===== src/rtl/rbot_pkg.sv =====
// Shared robot definitions: move codes, face-to-motor mapping, executor state encoding
// and the move-code decoder.
package rbot_pkg;

    localparam int unsigned NUM_MOTORS  = 6;
    localparam int unsigned MOVE_CODE_W = 4;
    localparam int unsigned MOTOR_IDX_W = 3;
    localparam int unsigned STEP_CNT_W  = 8;

    typedef logic [MOVE_CODE_W-1:0] move_code_t;
    typedef logic [NUM_MOTORS-1:0]  motor_vec_t;
    typedef logic [MOTOR_IDX_W-1:0] motor_idx_t;

    // Clockwise codes occupy 1..6 and counter-clockwise codes 7..12, both in U,D,F,B,L,R order
    localparam move_code_t MOVE_U_CW  = 4'd1;
    localparam move_code_t MOVE_R_CW  = 4'd6;
    localparam move_code_t MOVE_U_CCW = 4'd7;
    localparam move_code_t MOVE_R_CCW = 4'd12;

    localparam motor_idx_t FACE_U = 3'd0;
    localparam motor_idx_t FACE_D = 3'd1;
    localparam motor_idx_t FACE_F = 3'd2;
    localparam motor_idx_t FACE_B = 3'd3;
    localparam motor_idx_t FACE_L = 3'd4;
    localparam motor_idx_t FACE_R = 3'd5;

    typedef enum logic [2:0] {
        ST_IDLE,
        ST_SETUP,
        ST_STEP_HIGH,
        ST_STEP_LOW,
        ST_SETTLE,
        ST_DONE
    } state_t;

    typedef struct packed {
        logic       valid;
        logic       cw;
        motor_idx_t motor;
    } move_decode_t;

    function automatic motor_idx_t face_motor(input logic [2:0] face_ofs);
        case (face_ofs)
            3'd0:    return FACE_U;
            3'd1:    return FACE_D;
            3'd2:    return FACE_F;
            3'd3:    return FACE_B;
            3'd4:    return FACE_L;
            default: return FACE_R;
        endcase
    endfunction

    function automatic move_decode_t decode_move(input move_code_t code);
        move_decode_t d;
        d = '0;
        if (code >= MOVE_U_CW && code <= MOVE_R_CW) begin
            d.valid = 1'b1;
            d.cw    = 1'b1;
            d.motor = face_motor(3'(code - MOVE_U_CW));
        end else if (code >= MOVE_U_CCW && code <= MOVE_R_CCW) begin
            d.valid = 1'b1;
            d.cw    = 1'b0;
            d.motor = face_motor(3'(code - MOVE_U_CCW));
        end
        return d;
    endfunction

    function automatic motor_vec_t motor_onehot(input motor_idx_t idx);
        return motor_vec_t'(1) << idx;
    endfunction

endpackage


===== src/rtl/move_executor_if.sv =====
// Sequencer <-> move executor handshake and stepper-driver outputs.
interface move_executor_if;
    import rbot_pkg::*;

    logic       start_move;
    move_code_t next_move;
    logic       move_done;
    logic       move_error;
    logic       busy;
    motor_vec_t motor_en;
    motor_vec_t step;
    motor_vec_t dir;

    modport master (
        output start_move, next_move,
        input  move_done, move_error, busy, motor_en, step, dir
    );

    modport slave (
        input  start_move, next_move,
        output move_done, move_error, busy, motor_en, step, dir
    );
endinterface


===== src/rtl/step_timer.sv =====
// Loadable down-counter; tc_c flags the last cycle of the loaded interval.
module step_timer #(
    parameter int unsigned WIDTH = 8
) (
    input  logic             clock,
    input  logic             reset,
    input  logic             load,
    input  logic [WIDTH-1:0] load_value,
    input  logic             enable,
    output logic             tc_c
);
    logic [WIDTH-1:0] count_q;

    always_ff @(posedge clock) begin
        if (reset) begin
            count_q <= '0;
        end else if (load) begin
            count_q <= load_value;
        end else if (enable && count_q != '0) begin
            count_q <= count_q - WIDTH'(1);
        end
    end

    assign tc_c = enable && (count_q == WIDTH'(1));
endmodule


===== src/rtl/move_executor.sv =====
// Executes one 90-degree face turn: direction setup, a burst of step pulses, settle dwell,
// then a one-cycle completion pulse.
module move_executor
    import rbot_pkg::*;
#(
    parameter int unsigned HALF_PERIOD       = 25000,
    parameter int unsigned STEPS_PER_QUARTER = 50,
    parameter int unsigned SETTLE_CYCLES     = 100000
) (
    input  logic          clock,
    input  logic          reset,
    move_executor_if.slave mv
);
    localparam int unsigned MAX_INTERVAL = (HALF_PERIOD > SETTLE_CYCLES) ? HALF_PERIOD : SETTLE_CYCLES;
    localparam int unsigned TIMER_W      = $clog2(MAX_INTERVAL + 1);

    localparam logic [TIMER_W-1:0]    HALF_LOAD   = TIMER_W'(HALF_PERIOD);
    localparam logic [TIMER_W-1:0]    SETTLE_LOAD = TIMER_W'(SETTLE_CYCLES);
    localparam logic [STEP_CNT_W-1:0] STEP_LIMIT  = STEP_CNT_W'(STEPS_PER_QUARTER);

    state_t                  state_q, state_d;
    logic [STEP_CNT_W-1:0]   step_cnt_q, step_cnt_d;
    motor_vec_t              motor_en_q, motor_en_d;
    motor_vec_t              dir_q, dir_d;
    motor_vec_t              step_q, step_d;
    logic                    error_q, error_d;
    logic                    done_q, done_d;
    logic                    move_error_q, move_error_d;
    logic                    busy_q, busy_d;
    logic                    timer_load, timer_en, timer_tc_c;
    logic [TIMER_W-1:0]      timer_value;
    move_decode_t            dec;

    step_timer #(.WIDTH(TIMER_W)) u_timer (
        .clock      (clock),
        .reset      (reset),
        .load       (timer_load),
        .load_value (timer_value),
        .enable     (timer_en),
        .tc_c       (timer_tc_c)
    );

    always_ff @(posedge clock) begin
        if (reset) begin
            state_q      <= ST_IDLE;
            step_cnt_q   <= '0;
            motor_en_q   <= '0;
            dir_q        <= '0;
            step_q       <= '0;
            error_q      <= 1'b0;
            done_q       <= 1'b0;
            move_error_q <= 1'b0;
            busy_q       <= 1'b0;
        end else begin
            state_q      <= state_d;
            step_cnt_q   <= step_cnt_d;
            motor_en_q   <= motor_en_d;
            dir_q        <= dir_d;
            step_q       <= step_d;
            error_q      <= error_d;
            done_q       <= done_d;
            move_error_q <= move_error_d;
            busy_q       <= busy_d;
        end
    end

    // Next state plus next values of every registered output, derived from the next state
    always_comb begin
        state_d     = state_q;
        step_cnt_d  = step_cnt_q;
        motor_en_d  = motor_en_q;
        dir_d       = dir_q;
        error_d     = error_q;
        timer_load  = 1'b0;
        timer_value = '0;
        timer_en    = 1'b0;
        dec         = decode_move(mv.next_move);

        case (state_q)
            ST_IDLE: begin
                if (mv.start_move) begin
                    step_cnt_d = '0;
                    timer_load = 1'b1;
                    if (dec.valid) begin
                        motor_en_d  = motor_onehot(dec.motor);
                        dir_d       = dec.cw ? motor_onehot(dec.motor) : '0;
                        error_d     = 1'b0;
                        timer_value = HALF_LOAD;
                        state_d     = ST_SETUP;
                    end else begin
                        motor_en_d  = '0;
                        dir_d       = '0;
                        error_d     = 1'b1;
                        timer_value = SETTLE_LOAD;
                        state_d     = ST_SETTLE;
                    end
                end
            end
            ST_SETUP, ST_STEP_HIGH: begin
                timer_en = 1'b1;
                if (timer_tc_c) begin
                    timer_load  = 1'b1;
                    timer_value = HALF_LOAD;
                    state_d     = (state_q == ST_SETUP) ? ST_STEP_HIGH : ST_STEP_LOW;
                end
            end
            ST_STEP_LOW: begin
                timer_en = 1'b1;
                if (timer_tc_c) begin
                    step_cnt_d = step_cnt_q + STEP_CNT_W'(1);
                    timer_load = 1'b1;
                    if (step_cnt_d < STEP_LIMIT) begin
                        timer_value = HALF_LOAD;
                        state_d     = ST_STEP_HIGH;
                    end else begin
                        timer_value = SETTLE_LOAD;
                        state_d     = ST_SETTLE;
                    end
                end
            end
            ST_SETTLE: begin
                timer_en = 1'b1;
                if (timer_tc_c) begin
                    motor_en_d = '0;
                    dir_d      = '0;
                    state_d    = ST_DONE;
                end
            end
            ST_DONE: state_d = ST_IDLE;
            default: state_d = ST_IDLE;
        endcase

        step_d       = (state_d == ST_STEP_HIGH) ? motor_en_d : '0;
        done_d       = (state_d == ST_DONE);
        move_error_d = done_d && error_d;
        busy_d       = (state_d != ST_IDLE);
    end

    assign mv.motor_en   = motor_en_q;
    assign mv.dir        = dir_q;
    assign mv.step       = step_q;
    assign mv.move_done  = done_q;
    assign mv.move_error = move_error_q;
    assign mv.busy       = busy_q;
endmodule


===== src/flat_wrapper.sv =====
// flat-port wrapper written by rule: the top's interface ports become plain ports
module move_executor_flat import rbot_pkg::*;
#(
    parameter int unsigned HALF_PERIOD       = 25000,
    parameter int unsigned STEPS_PER_QUARTER = 50,
    parameter int unsigned SETTLE_CYCLES     = 100000
)
  (clock, reset, mv_start_move, mv_next_move, mv_move_done, mv_move_error, mv_busy, mv_motor_en, mv_step, mv_dir);
  move_executor_if mv_i ();
  input  logic clock;
  input  logic reset;
  input wire logic [$bits(mv_i.start_move)-1:0] mv_start_move;
  input wire logic [$bits(mv_i.next_move)-1:0] mv_next_move;
  output wire logic [$bits(mv_i.move_done)-1:0] mv_move_done;
  output wire logic [$bits(mv_i.move_error)-1:0] mv_move_error;
  output wire logic [$bits(mv_i.busy)-1:0] mv_busy;
  output wire logic [$bits(mv_i.motor_en)-1:0] mv_motor_en;
  output wire logic [$bits(mv_i.step)-1:0] mv_step;
  output wire logic [$bits(mv_i.dir)-1:0] mv_dir;
  assign mv_i.start_move = mv_start_move;
  assign mv_i.next_move = mv_next_move;
  assign mv_move_done = mv_i.move_done;
  assign mv_move_error = mv_i.move_error;
  assign mv_busy = mv_i.busy;
  assign mv_motor_en = mv_i.motor_en;
  assign mv_step = mv_i.step;
  assign mv_dir = mv_i.dir;
  move_executor #(.HALF_PERIOD(HALF_PERIOD), .STEPS_PER_QUARTER(STEPS_PER_QUARTER), .SETTLE_CYCLES(SETTLE_CYCLES)) u_core (.clock(clock), .reset(reset), .mv(mv_i));
endmodule

===== config.mk =====
export PLATFORM = sky130hd
export DESIGN_NAME = move_executor_flat
export DESIGN_NICKNAME = d
export VERILOG_FILES = /design/src/rtl/rbot_pkg.sv /design/src/rtl/move_executor_if.sv /design/src/rtl/step_timer.sv /design/src/rtl/move_executor.sv /design/src/flat_wrapper.sv
export SDC_FILE = /design/constraint.sdc
export NUM_CORES = 1
export LEC_CHECK = 0
export BUFFER_PORTS_ARGS = -buffer_cell sky130_fd_sc_hd__buf_4
export CORE_AREA = 2 2 82 84
export DETAILED_ROUTE_END_ITERATION = 6
export DIE_AREA = 0 0 84 86
export PLACE_DENSITY = 0.65
export SETUP_SLACK_MARGIN = 0.15
export SYNTH_ARGS = -nofsm -noshare
export SYNTH_HDL_FRONTEND = slang
export SYNTH_HIERARCHICAL = 1
export SYNTH_SLANG_ARGS = --single-unit
export TNS_END_PERCENT = 50

===== constraint.sdc =====
create_clock -name clock -period 4.6 [get_ports clock]
set_input_delay 0.23 -clock clock [delete_from_list [all_inputs] [get_ports clock]]
set_output_delay 0.23 -clock clock [all_outputs]
set_load 0.05 [all_outputs]

# Yosys cells after proc, flatten, opt, wreduce, memory -nomap -nowiden
# Index checks and enable logic that the tools add are counted.
# Widths: inputs -> output; s select.
[word_totals] ff_bits=50 inputBits=7 wordCells=97
[classes] add_sub_neg=4 order_cmp=5 eq_ne=18 shifts=1 muxes=39 bitwise_logic=1 reduce_logical=19
[ops] cell="$mux 17" count=6
[ops] cell="$pmux 17 s3" count=1
[ops] cell="$mux 6" count=7
[ops] cell="$pmux 3 s5" count=2
[ops] cell="$pmux 6 s2" count=2
[ops] cell="$eq 3x2->1 const B" count=7
[ops] cell="$mux 3" count=6
[ops] cell="$eq 17x1->1 const B" count=1
[ops] cell="$reduce_bool 17->1" count=1
[ops] cell="$sub 17x1->17 const B" count=1
[ops] cell="$mux 8" count=2
[ops] cell="$pmux 8 s2" count=1
[ops] cell="$mux 15" count=1
[ops] cell="$eq 3x3->1 const B" count=4
[ops] cell="$pmux 3 s4" count=1
[ops] cell="$mux 5" count=2
[ops] cell="$eq 3x1->1 const B" count=3
[ops] cell="$logic_not 3->1" count=3
[ops] cell="$add 8x1->8 const B" count=1
[ops] cell="$lt 8x6->1 const B" count=1
[ops] cell="$mux 1" count=7
[ops] cell="$reduce_and 3->1" count=2
[ops] cell="$reduce_bool 2->1" count=3
[ops] cell="$shl 1x3->6 const A" count=1
[ops] cell="other kinds (15)" count=21

# Logic depth before layout (Yosys ltp)
# Gate-level depths: netlist (run 1).
[depth] depth_word=11 ltp_mapped=13

# Modules after synthesis
# The synthesis (run 1) kept the hierarchy.
[modules_own_cells] mod="move_executor" n_inst=1 cells_each=228 area_each_um2=1803.0 seq_area_each_um2=660.6
[modules_own_cells] mod="step_timer" n_inst=1 cells_each=137 area_each_um2=1147.4 seq_area_each_um2=340.3

# Worst setup path before layout (run 1)
# OpenSTA, ideal clock, no wires.
[synth_path] kind="register to register" start="register u_core.state_q[0]" end="register u_core.u_timer.count_q[0]" setup_time_ns=0.130 t_arrival_ns=3.197 slack_ns=1.273 path_stages_with_launch=14 path_buffers=4 period_less_slack_ns=3.327 path_cell_list="dfxtp_1 -> buf_4 -> nor2_1 -> xnor2_1 -> clkbuf_1 -> nand2_1 -> nor4_1 -> o21ai_0 -> a21oi_1 -> clkbuf_1 -> clkbuf_1 -> nor3_1 -> o211ai_1 -> o211ai_1"
[synth_via] elab_chain_len=7
[synth_rtl] item="from (decl)" line="move_executor.sv:21" source="state_t state_q, state_d;"
[synth_rtl] item="from (signal assigned)" line="move_executor.sv:55" source="state_q <= state_d;"
[synth_rtl] item="$eq 3x2->1 (tied with other cells)" line="move_executor.sv:79" source="case (state_q)"
[synth_rtl] item="$reduce_or 4->1 (no source line) *"
[synth_rtl] item="$mux 1 *" line="move_executor.sv:79"
[synth_rtl] item="via u_core.timer_en" line="move_executor.sv:30" source="logic timer_load, timer_en, timer_tc_c;"
[synth_rtl] item="$logic_and 1x1->1 *" line="step_timer.sv:24" source="assign tc_c = enable && (count_q == WIDTH'(1));"
[synth_rtl] item="via u_core.timer_tc_c" line="move_executor.sv:30"
[synth_rtl] item="$mux 1 *" line="move_executor.sv:101, move_executor.sv:109"
[synth_rtl] item="$pmux 1 s2 *" line="move_executor.sv:79"
[synth_rtl] item="via u_core.timer_load" line="move_executor.sv:30"
[synth_rtl] item="$mux 17 or $reduce_bool 2->1 (tied branches)"
[synth_rtl] item="to (signal assigned)" line="step_timer.sv:18" source="count_q <= load_value;"
[synth_rtl] item="to (signal assigned)" line="step_timer.sv:20" source="count_q <= count_q - WIDTH'(1);"
[synth_rtl] item="to (decl)" line="step_timer.sv:12" source="logic [WIDTH-1:0] count_q;"
# Mark *: on every way through the listed nets, which the timed path passes. The rest lies on a longest branch.
# A chain may end at the register's enable or synchronous reset.

# Worst setup path in the final report (run 1)
[layout_path] start="register u_core.state_q[1]" end="register u_core.u_timer.count_q[5]"
# Same word-level chain as after synthesis.

==> impl_results.md, run 1 <==
* Status: complete, no violations
* CTS max path bufs at 2
* Drt total wl at between 6000 and 7000 um
* Die Wd at ~84 um
* Gate Count Post-Synth at 365
* Post-synthesis register bit count at 50
* Num CTS Buffers at 5
* Layout cell share with drive strength beyond 1 at 0.145
* Row count at 29
* TNS Setup at 0 ns
* Number of port buffers at 27
* Slew Limit Headroom at 0.280
* Reg2reg start: u_core/state_q[1]$_SDFF_PP0_
* Ys async rst share at 0
* Worst Setup Start Kind: flop
* Root Buffer: clkbuf_8
* Critical path arrival at around 3.9 ns
* TritonCTS clock tree: built
* RSZ-0062 raised after global routing: false
* Kind of critical path: reg2reg
* Max Clock Freq at roughly 0.27 GHz
* Htree depth at 2
* Sequential share of the synthesized area at 0.339
* Initial antenna violation count at 0
* Ys Warns at 6
* Slowest CP cell: nor4_2
* Total track usage at 0.196
* DR iter-0 viols at between 100 and 150
* Final setup viols at 0
* Worst-path fanout max at 22
* Detail Placement HPWL at roughly 4800 um
* Core Area at 0.00628 sq mm
* I/O pin total at 28
* Synth cell types at around 70
* Final period utilization at 0.806
* CP Launch Point: u_core/state_q[1]$_SDFF_PP0_
* Share of the synthesized area in the top cell type at 0.339
* Buffers & Inverters on Critical Path at 2
* Top delay family on crit path: compound AO/OA/AOI/OAI gates
* Placed Area at between 0.003 and 0.004 sq mm
* Clock Skew at approximately 0.01 ns
* Post-synth top area cell: dfxtp_1
* Hold Vio Cnt, Final at 0
* DIE AREA at slightly above 0.007 sq mm
* First-pass GRT wire length at 11800 um
* Syn Area/Cell at roughly 8 sq um
* Layout net count at a little under 400
* CP Cell Sequence: nor2_1, xnor2_2, nand2_1, nor4_2, o21ai_0, a21oi_1, buf_4, inv_1, o2111a_1, a2111oi_1
* Antenna violation net count after detailed routing at 0
* Area contributors post-synth: dfxtp_1 (34%), nor2_1 (6.2%), o21ai_0 (4.1%)
* FILL cells at between 600 and 700
* Worst Hold Launch: reset
* Max-slew violations at 0
* Static leakage at 0.00115 uW
* Starting density of the core at 0.470
* Largest net degree at the start of global routing at 40
* Clk sinks at 50
* Die height at roughly 86 um
* Worst setup EP type: flop
* Max Cap Viol at 0
* Synthesized cell area at 0.00295 sq mm
* ANT cells at 0
* WHS at about 0.35 ns
* EDFF count, synth at 0
* Vias at ~2800
* Vias in the first global route at around 2300
* Area growth, synth to finish at 11.8%
* Clock Pin Slew Worst Setup and Hold Paths at approximately 0.090 ns
* DRC viols at 0
* Clk Latency, worst-skew pair at approximately 0.3 ns
* Least-Margin Pin Slew at about 1.1 ns
* Mean routed wirelength per cell at between 10 and 15 um
* Crit-path max cell delay at about 0.63 ns
* DRT Pass-1 Iters at 5
* Avg Vias per Cell at 5.97
* Synth Flop Type: dfxtp_1
* Worst reg-to-reg setup slack at 0.89 ns
* Power per cell area at 314 mW/mm^2
* Final Cell Area at around 0.0033 sq mm
* Final Critical Period at 3.71 ns
* CP Data Required Time at 4.78 ns
* Total gr overflow at 0
* Placer Congestion at 0.831
* Maximum VDD drop at ~0.00023 V
* Worst min path class: in2reg
metal layers:
layer  share of wire  global-route usage
met3           0.034              0.0337
met4          0.0033              0.0308
met1            0.50               0.288
met2            0.46               0.309
met5               0                   0
where the power goes:
group	total, uW	switching [uW]	internal, uW
sequential	497	35.6	461
combinational	277	179	97.7
clock	264	143	121
stage by stage:
step,utilization,instances,total power [uW],setup WS (ns)
after floorplan,-,371,716,1.27
after global placement,0.508,456,775,0.432
after detailed placement,0.508,456,779,0.297
after CTS,0.523,464,1040,0.269
after global routing,0.525,464,1100,0.389
final,0.525,464,1040,0.891
flip-flops by register name (all words and copies together) (netlist names):
signal / count
u_core/mv.move_error: 1
u_core/step_cnt_q: 8
u_core/state_q: 3
u_core/mv.busy: 1
u_core/u_timer/count_q: 17
u_core/error_q: 1
u_core/mv.move_done: 1
u_core/mv.step: 6
u_core/mv.motor_en: 6
u_core/mv.dir: 6
layout make-up:
| cell class | instances | area (sq um) | share of cell area |
|---|---|---|---|
| inverter | 8 | 30.0 | 0.00910 |
| tap | 77 | 96.3 | 0.0292 |
| clock inverter | 2 | 12.5 | 0.00379 |
| sequential | 50 | 1000 | 0.303 |
| clock buffer | 6 | 82.6 | 0.0250 |
| timing repair buffer | 29 | 218 | 0.0660 |
| multi-input combinational | 292 | 1860 | 0.563 |
synthesized netlist by cell type (all sizes together), types with 4 or more instances:
library cell / n
nor3: 14
a22oi: 5
or4: 9
a21boi: 4
nand3b: 5
and3: 4
o211ai: 5
o31ai: 8
a31oi: 4
a32oi: 6
nand3: 8
dfxtp: 50
buf: 5
nor2: 49
a311oi: 11
a21oi: 20
inv: 8
nand4: 7
or3: 6
o21ai: 24
ha: 4
nor4: 6
nand2: 29
nor2b: 9
clkbuf: 16
what timing repair did:
| action | 4_1_cts | 5_1_grt |
|---|---|---|
| endpoints found under the hold margin | 0 | 0 |
| hold buffers | 0 | 0 |
| buffers inserted | 0 | 0 |
| setup endpoints to repair | 0 | 29 |
| gates resized for setup | 0 | 2 |
cells by family (layout without fill, tap and decap cells):
kind of cell             after synthesis  after routing  synth area share
XOR/XNOR                               3              3           0.00891
flip-flops                            50             50             0.339
buffers and inverters                 29             45            0.0433
multiplexers                           2              2           0.00679
AO/OA/AOI/OAI                        112            112             0.270
AND/OR/NAND/NOR                      164            164             0.313
other                                  1              7           0.00127
adder cells (fa/ha/maj)                4              4            0.0170
cell usage in the layout, fill, tap and decap left out, types with 3 or more instances in the layout:
master	netlist	layout
ha_1	4	4
and3_1	4	4
buf_4	1	29
a22oi_1	5	5
a21oi_1	20	20
a221oi_1	3	3
nand2_1	29	29
o31ai_1	8	8
nor2_1	49	49
inv_1	8	8
a32oi_1	6	6
clkbuf_8	0	6
nand3b_1	5	5
nand4_1	6	6
a31oi_1	4	4
nor4_2	2	3
nor3_1	14	14
nor2b_1	9	9
o21ai_0	24	24
or4_1	9	9
conb_1	1	7
a311oi_1	9	9
o211ai_1	5	5
dfxtp_1	50	50
nand3_1	6	6
or3_1	5	5
a211oi_1	3	3
path summary, 6_finish.rpt:
kind / endpoint / cells past startpoint
worst max-delay path: u_core/u_timer/count_q[5]$_SDFFE_PP0P_ / 10
worst max register to register: u_core/u_timer/count_q[5]$_SDFFE_PP0P_ / 10
worst min register to register: u_core/mv.dir[4]$_SDFFE_PP0P_ / 2
worst min-delay path: u_core/step_cnt_q[6]$_SDFFE_PP0P_ / 2
No activity file was read; power rests on OpenSTA's default activity.
==> inputs of run 2 (changes only) <==
--- a/config.mk
+++ b/config.mk
@@ -9,7 +9,7 @@
 export CORE_AREA = 2 2 82 84
 export DETAILED_ROUTE_END_ITERATION = 6
 export DIE_AREA = 0 0 84 86
-export PLACE_DENSITY = 0.65
+export PLACE_DENSITY = 0.68
 export SETUP_SLACK_MARGIN = 0.15
 export SYNTH_ARGS = -nofsm -noshare
 export SYNTH_HDL_FRONTEND = slang
==> constraint.sdc (replaced) <==
create_clock -name clock -period 3.36 [get_ports clock]
set_input_delay 0.168 -clock clock [delete_from_list [all_inputs] [get_ports clock]]
set_output_delay 0.168 -clock clock [all_outputs]
set_load 0.05 [all_outputs]
==> impl_results.md, run 2 (synthesis results as in run 1) <==
* P_int at 993 uW (+46%)
* Combinational share of power at 0.255 (-0.012)
* Clk sinks at 50 (unchanged)
* Worst setup EP type: flop
* FILL cells at 613 (-0.81%)
* Final Critical Period at 2.82 ns (-0.887 ns)
* Register area at 0.00100 sq mm (unchanged)
* DRT Pass-1 Iters at 4 (-1)
* CP Data Required Time at 3.57 ns (-1.21 ns)
* Largest regs: u_core/u_timer/count_q x17, u_core/step_cnt_q x8
* Initial antenna violation count at 0 (unchanged)
* Largest net degree at the start of global routing at 40 (unchanged)
* Sw frac at 0.335 (-0.00905)
* Critical path arrival at 3.03 ns (-0.86 ns)
* Die height at 86 um (unchanged)
* DIE AREA at 0.00722 sq mm (unchanged)
* Antenna violation net count after detailed routing at 0 (unchanged)
* Max reg flops at 17 (unchanged)
* Worst Hold Launch: reset
* Total gr overflow at 0 (unchanged)
* Most frequent cells in the layout: dfxtp_1 (50), nor2_1 (49), buf_4 (35), nand2_1 (29), o21ai_0 (24)
* Worst-path fanout max at 13 (-41%)
* Max Cap Viol at 0 (unchanged)
* Core Area at 0.00628 sq mm (unchanged)
* Kind of critical path: reg2reg
* GR Layer Usage met1 at 0.265 (-0.0231)
* Max Clock Freq at 0.354 GHz (+31%)
* Hold Vio Cnt, Final at 0 (unchanged)
* M2 GR Usage at 0.325 (+0.0160)
* Final period utilization at 0.840 (+0.0336)
* Static leakage at 0.00119 uW (+3.0%)
* Mean routed wirelength per cell at 14.6 um (-2.0%)
* Avg Vias per Cell at 5.93 (-0.60%)
* Number of port buffers at 27 (unchanged)
* Die Wd at 84 um (unchanged)
* TritonCTS clock tree: built
* Clk Latency, worst-skew pair at 0.30 ns (about the same)
* Reg with most FFs: u_core/u_timer/count_q
* Cts hold-fix bufs at 0 (unchanged)
* First-pass GRT wire length at 11700 um (-0.47%)
* Clk pwr share at 0.290 (+0.036)
* Least-Margin Pin Slew at 0.731 ns (-0.341 ns)
* Worst Setup Start Kind: flop
* Reg2Reg Capture Point: u_core/u_timer/count_q[15]$_SDFFE_PP0P_
* Reg2reg start: u_core/state_q[1]$_SDFF_PP0_
* Placer Congestion at 0.825 (-0.78%)
* Hold EP: u_core/step_cnt_q[3]$_SDFFE_PP0P_
* Max-slew violations at 0 (unchanged)
* Switching pwr at 501 uW (+40%)
* DRC viols at 0 (unchanged)
* Layout net count at 403 (+1.5%)
* Final Util at 0.535 (+0.00957)
* Htree depth at 2 (unchanged)
* Power per cell area at 445 mW/mm^2 (+42%)
* Flop pwr share at 0.455 (-0.024)
* Starting density of the core at 0.470 (unchanged)
* Multi-input gate area at 0.00186 sq mm (-0.13%)
* TNS Setup at 0 ns (unchanged)
* Area growth, synth to finish at 13.8%
* Grt met3 use at 0.0318 (-0.00192)
* Worst r2r path cells at 11 (+1)
* Vias in the first global route at 2489 (+6.1%)
* Worst reg-to-reg setup slack at 0.54 ns (-0.35 ns)
* DR iter-0 viols at 104 (-10%)
* Worst min path class: in2reg
* Maximum VDD drop at 0.000288 V (+27%)
* Post-place setup slack at 0.477 ns (+0.181 ns)
* Clock Pin Slew Worst Setup and Hold Paths at 0.11 ns (+0.02 ns)
* Vias at 2788 (+0.69%)
* Worst hold path depth at 2 (unchanged)
* Status: complete, no violations
* Root Buffer: clkbuf_8
* Layout cell share with drive strength beyond 1 at 0.158 (+0.0131)
* Drt total wl at 6880 um (-0.71%)
* RSZ-0062 raised after global routing: false
* I/O pin total at 28 (unchanged)
* Total track usage at 0.194 (-0.00239)
* Global-route layer with the greatest usage: met2
* Clock Skew at 0.0154 ns (+0.00544 ns)
* Row count at 29 (unchanged)
* Detail Placement HPWL at 4780 um (+0.10%)
* Worst Setup Slack, final at 0.538 ns (-0.353 ns)
* Final setup viols at 0 (unchanged)
* Slew Limit Headroom at 0.511 (+0.232)
* CTS max path bufs at 2 (unchanged)
* Num CTS Buffers at 5 (unchanged)
* Commonest non-fill, non-tap cell in the layout: dfxtp_1
* ANT cells at 0 (unchanged)
run 2: final cells by class:
class	instances	share of cell area
Inverter	8	0.00894
Sequential cell	50	0.298
Multi-Input combinational cell	292	0.553
Clock inverter	3	0.0130
Clock buffer	5	0.0205
Timing Repair Buffer	35	0.0782
Tap cell	77	0.0287
run 2: worst max path at each step:
stage	start	endpoint	slack (ns)
4_1_cts	u_core/state_q[1]$_SDFF_PP0_	u_core/mv.dir[2]$_SDFFE_PP0P_	0.45
2_1_floorplan	u_core/state_q[0]$_SDFF_PP0_	u_core/u_timer/count_q[0]$_SDFFE_PP0P_	0.26
5_1_grt	u_core/state_q[1]$_SDFF_PP0_	u_core/u_timer/count_q[7]$_SDFFE_PP0P_	0.25
3_5_place_dp	u_core/state_q[1]$_SDFF_PP0_	u_core/mv.dir[2]$_SDFFE_PP0P_	0.48
6_report	u_core/state_q[1]$_SDFF_PP0_	u_core/u_timer/count_q[15]$_SDFFE_PP0P_	0.54
3_3_place_gp	u_core/state_q[1]$_SDFF_PP0_	u_core/mv.dir[3]$_SDFFE_PP0P_	0.52
run 2: repair_timing:
item,in CTS,in global routing
endpoints found under the setup margin,0,4
buffers inserted,0,0
resized for setup,0,1
run 2: power by group through the flow:
stage / combinational, uW / sequential, uW / clock, uW
5_1_grt: 427 / 687 / 462
4_1_cts: 381 / 679 / 443
6_report: 382 / 680 / 433
2_1_floorplan: 269 / 712 / 0
3_3_place_gp: 375 / 691 / 0
3_5_place_dp: 379 / 692 / 0
run 2: layer usage:
metal,up-vias,wire length (um)
li1,1442,-
met1,1295,3310
met2,49,3270
met3,2,272
met4,0,31
met5,-,0
run 2: through the flow:
step	instances	area (sq um)	total power, uW	hold WS, ns
floorplan	371	2980	981	0.366
global placement	462	3240	1070	0.463
detailed placement	462	3240	1070	0.473
finish	470	3360	1490	0.291
global route	470	3360	1580	0.309
CTS	470	3350	1500	0.284
run 2: critical path, cell delays in order, from the launching register on:
cell and delay [ns]:
dfxtp_1 0.41, nor2_1 0.39, xnor2_1 0.19, nand2_1 0.11, nor4_2 0.33, buf_4 0.20
nand4b_1 0.09, buf_4 0.20, a31o_2 0.25, o21ai_0 0.19, nor2_1 0.11, a311oi_2 0.25
==> inputs of run 3 (changes only) <==
--- a/config.mk
+++ b/config.mk
@@ -9,7 +9,7 @@
 export CORE_AREA = 2 2 82 84
 export DETAILED_ROUTE_END_ITERATION = 6
 export DIE_AREA = 0 0 84 86
-export PLACE_DENSITY = 0.68
+export PLACE_DENSITY = 0.65
 export SETUP_SLACK_MARGIN = 0.15
 export SYNTH_ARGS = -nofsm -noshare
 export SYNTH_HDL_FRONTEND = slang
==> constraint.sdc (replaced) <==
create_clock -name clock -period 2.7 [get_ports clock]
set_input_delay 0.135 -clock clock [delete_from_list [all_inputs] [get_ports clock]]
set_output_delay 0.135 -clock clock [all_outputs]
set_load 0.05 [all_outputs]
==> impl_results.md, run 3 (synthesis results as in run 1) <==
* Max reg flops at 17 (unchanged)
* Initial antenna violation count at 0 (unchanged)
* Layout cell share with drive strength beyond 1 at 0.210 (+0.0526)
* Max Clock Freq at 0.431 GHz (+22%)
* Cell count after placement at 473 (+2.4%)
* Kind of critical path: reg2reg
* Power per cell area at 526 mW/mm^2 (+18%)
* CP Data Required Time at 2.85 ns (-0.72 ns)
* Die Wd at 84 um (unchanged)
* I/O pin total at 28 (unchanged)
* Combinational share of power at 0.283 (+0.028)
* Most frequent cells in the layout: dfxtp_1 (48), buf_4 (46), nor2_1 (46), nand2_1 (29), o21ai_0 (22)
* Clock Pin Slew Worst Setup and Hold Paths at 0.10 ns (about the same)
* Final Cell Area at 0.00349 sq mm (+4.1%)
* Core Area at 0.00628 sq mm (unchanged)
* Worst setup EP type: flop
* Max-slew violations at 0 (unchanged)
* WHS at 0.247 ns (-0.0442 ns)
* Placed Area at 0.00335 sq mm (+3.3%)
* Total gr overflow at 0 (unchanged)
* Commonest non-fill, non-tap cell in the layout: dfxtp_1
* Antenna violation net count after detailed routing at 0 (unchanged)
* Clk pwr share at 0.260 (-0.030)
* Mean routed wirelength per cell at 14.7 um (+0.40%)
* CTS max path bufs at 2 (unchanged)
* Sw frac at 0.349 (+0.0132)
* Max Cap Viol at 0 (unchanged)
* Switching pwr at 640 uW (+28%)
* Area growth, synth to finish at 18.4%
* Avg Vias per Cell at 5.85 (-1.4%)
* First-pass GRT wire length at 11900 um (+1.3%)
* Clk Latency, worst-skew pair at 0.31 ns (about the same)
* Status: complete, no violations
* Largest regs: u_core/u_timer/count_q x17, u_core/step_cnt_q x8
* Slew Limit Headroom at 0.447 (-0.0644)
* Flop pwr share at 0.457 (+0.002)
* Die height at 86 um (unchanged)
* DR iter-0 viols at 122 (+17%)
* Row count at 29 (unchanged)
* DIE AREA at 0.00722 sq mm (unchanged)
* Vias in the first global route at 2483 (-0.24%)
* Hold Vio Cnt, Final at 0 (unchanged)
* DRT Pass-1 Iters at 4 (unchanged)
* DRC viols at 0 (unchanged)
* Starting density of the core at 0.470 (unchanged)
* Non-filler cells in the finished layout at 481 (+2.3%)
* Clock Skew at 0.00571 ns (-0.00970 ns)
* Least-Margin Pin Slew at 0.827 ns (+0.0963 ns)
* Htree depth at 2 (unchanged)
* # Post-CTS Setup Buffers at 0 (unchanged)
* Detail Placement HPWL at 4960 um (+3.9%)
* Static leakage at 0.00125 uW (+4.9%)
* Worst-path fanout max at 7 (-6)
* ANT cells at 0 (unchanged)
* Final period utilization at 0.860 (+0.0197)
* Worst Setup Start Kind: flop
* Maximum VDD drop at 0.000347 V (+20%)
* Placer Congestion at 0.836 (+1.4%)
* TritonCTS clock tree: built
* Number of port buffers at 27 (unchanged)
* Final Critical Period at 2.32 ns (-0.501 ns)
* Clk sinks at 50 (unchanged)
* P_int at 1200 uW (+20%)
* Worst min path class: in2reg
* Critical path arrival at 2.48 ns (-0.55 ns)
* TNS Setup at 0 ns (unchanged)
* Final setup viols at 0 (unchanged)
* Largest net degree at the start of global routing at 40 (unchanged)
* Total track usage at 0.199 (+0.00515)
* Num CTS Buffers at 5 (unchanged)
* Drt total wl at 7070 um (+2.7%)
* Final Util at 0.557 (+0.0217)
* RSZ-0062 raised after global routing: false
* Reg with most FFs: u_core/u_timer/count_q
* Root Buffer: clkbuf_8
* Layout net count at 414 (+2.7%)
* Vias at 2814 (+0.93%)
run 3: power by group through the flow:
stage / Sequential (uW) / Combinational (uW) / Clock [uW]
after floorplan: 887 / 344 / 0
after global placement: 854 / 510 / 0
after detailed placement: 855 / 512 / 0
after CTS: 839 / 516 / 494
after global routing: 847 / 580 / 516
final: 839 / 520 / 478
run 3: per-stage QoR:
step | total power, uW | setup WS [ns]
floorplan | 1230 | 0.163
global placement | 1360 | 0.142
detailed placement | 1370 | 0.0920
CTS | 1850 | 0.194
global route | 1940 | 0.155
finish | 1840 | 0.379
run 3: timing repair:
item	in CTS	in global routing
hold buffers	0	0
gates resized for setup	1	13
pin swaps	0	3
endpoints found under the setup margin	4	33
run 3: worst paths after layout:
kind	end	slack (ns)	cells after the start	start
max	u_core/mv.step[5]$_SDFF_PP0_	0.38	8	u_core/state_q[1]$_SDFF_PP0_
min	u_core/step_cnt_q[6]$_SDFFE_PP0P_	0.25	2	reset
max reg2reg	u_core/mv.step[5]$_SDFF_PP0_	0.38	8	u_core/state_q[1]$_SDFF_PP0_
min reg2reg	u_core/mv.dir[0]$_SDFFE_PP0P_	0.48	2	u_core/mv.dir[0]$_SDFFE_PP0P_
run 3: layout make-up:
type	instances	area, sq um
Timing Repair Buffer	46	345
Tap cell	77	96.3
Clock buffer	6	82.6
Fill cell	587	2780
Clock inverter	2	16.3
Inverter	8	30.0
Multi-Input combinational cell	292	1920
Sequential cell	50	1000
run 3: layer usage:
metal | global-route usage | up-vias | part of all wire
met3 | 0.0346 | 9 | 0.031
met2 | 0.311 | 41 | 0.46
met4 | 0.0616 | 0 | 0.013
li1 | - | 1451 | -
met5 | 0 | - | 0
met1 | 0.282 | 1313 | 0.49
run 3: worst max-delay path: stages, from the launching register on:
cell and delay (ns):
dfxtp_1 0.34, nor2_4 0.20, xnor2_2 0.15, nand2_1 0.13, nor4_4 0.34, buf_4 0.20
nand3_1 0.08, a31oi_1 0.55, nor2_1 0.17
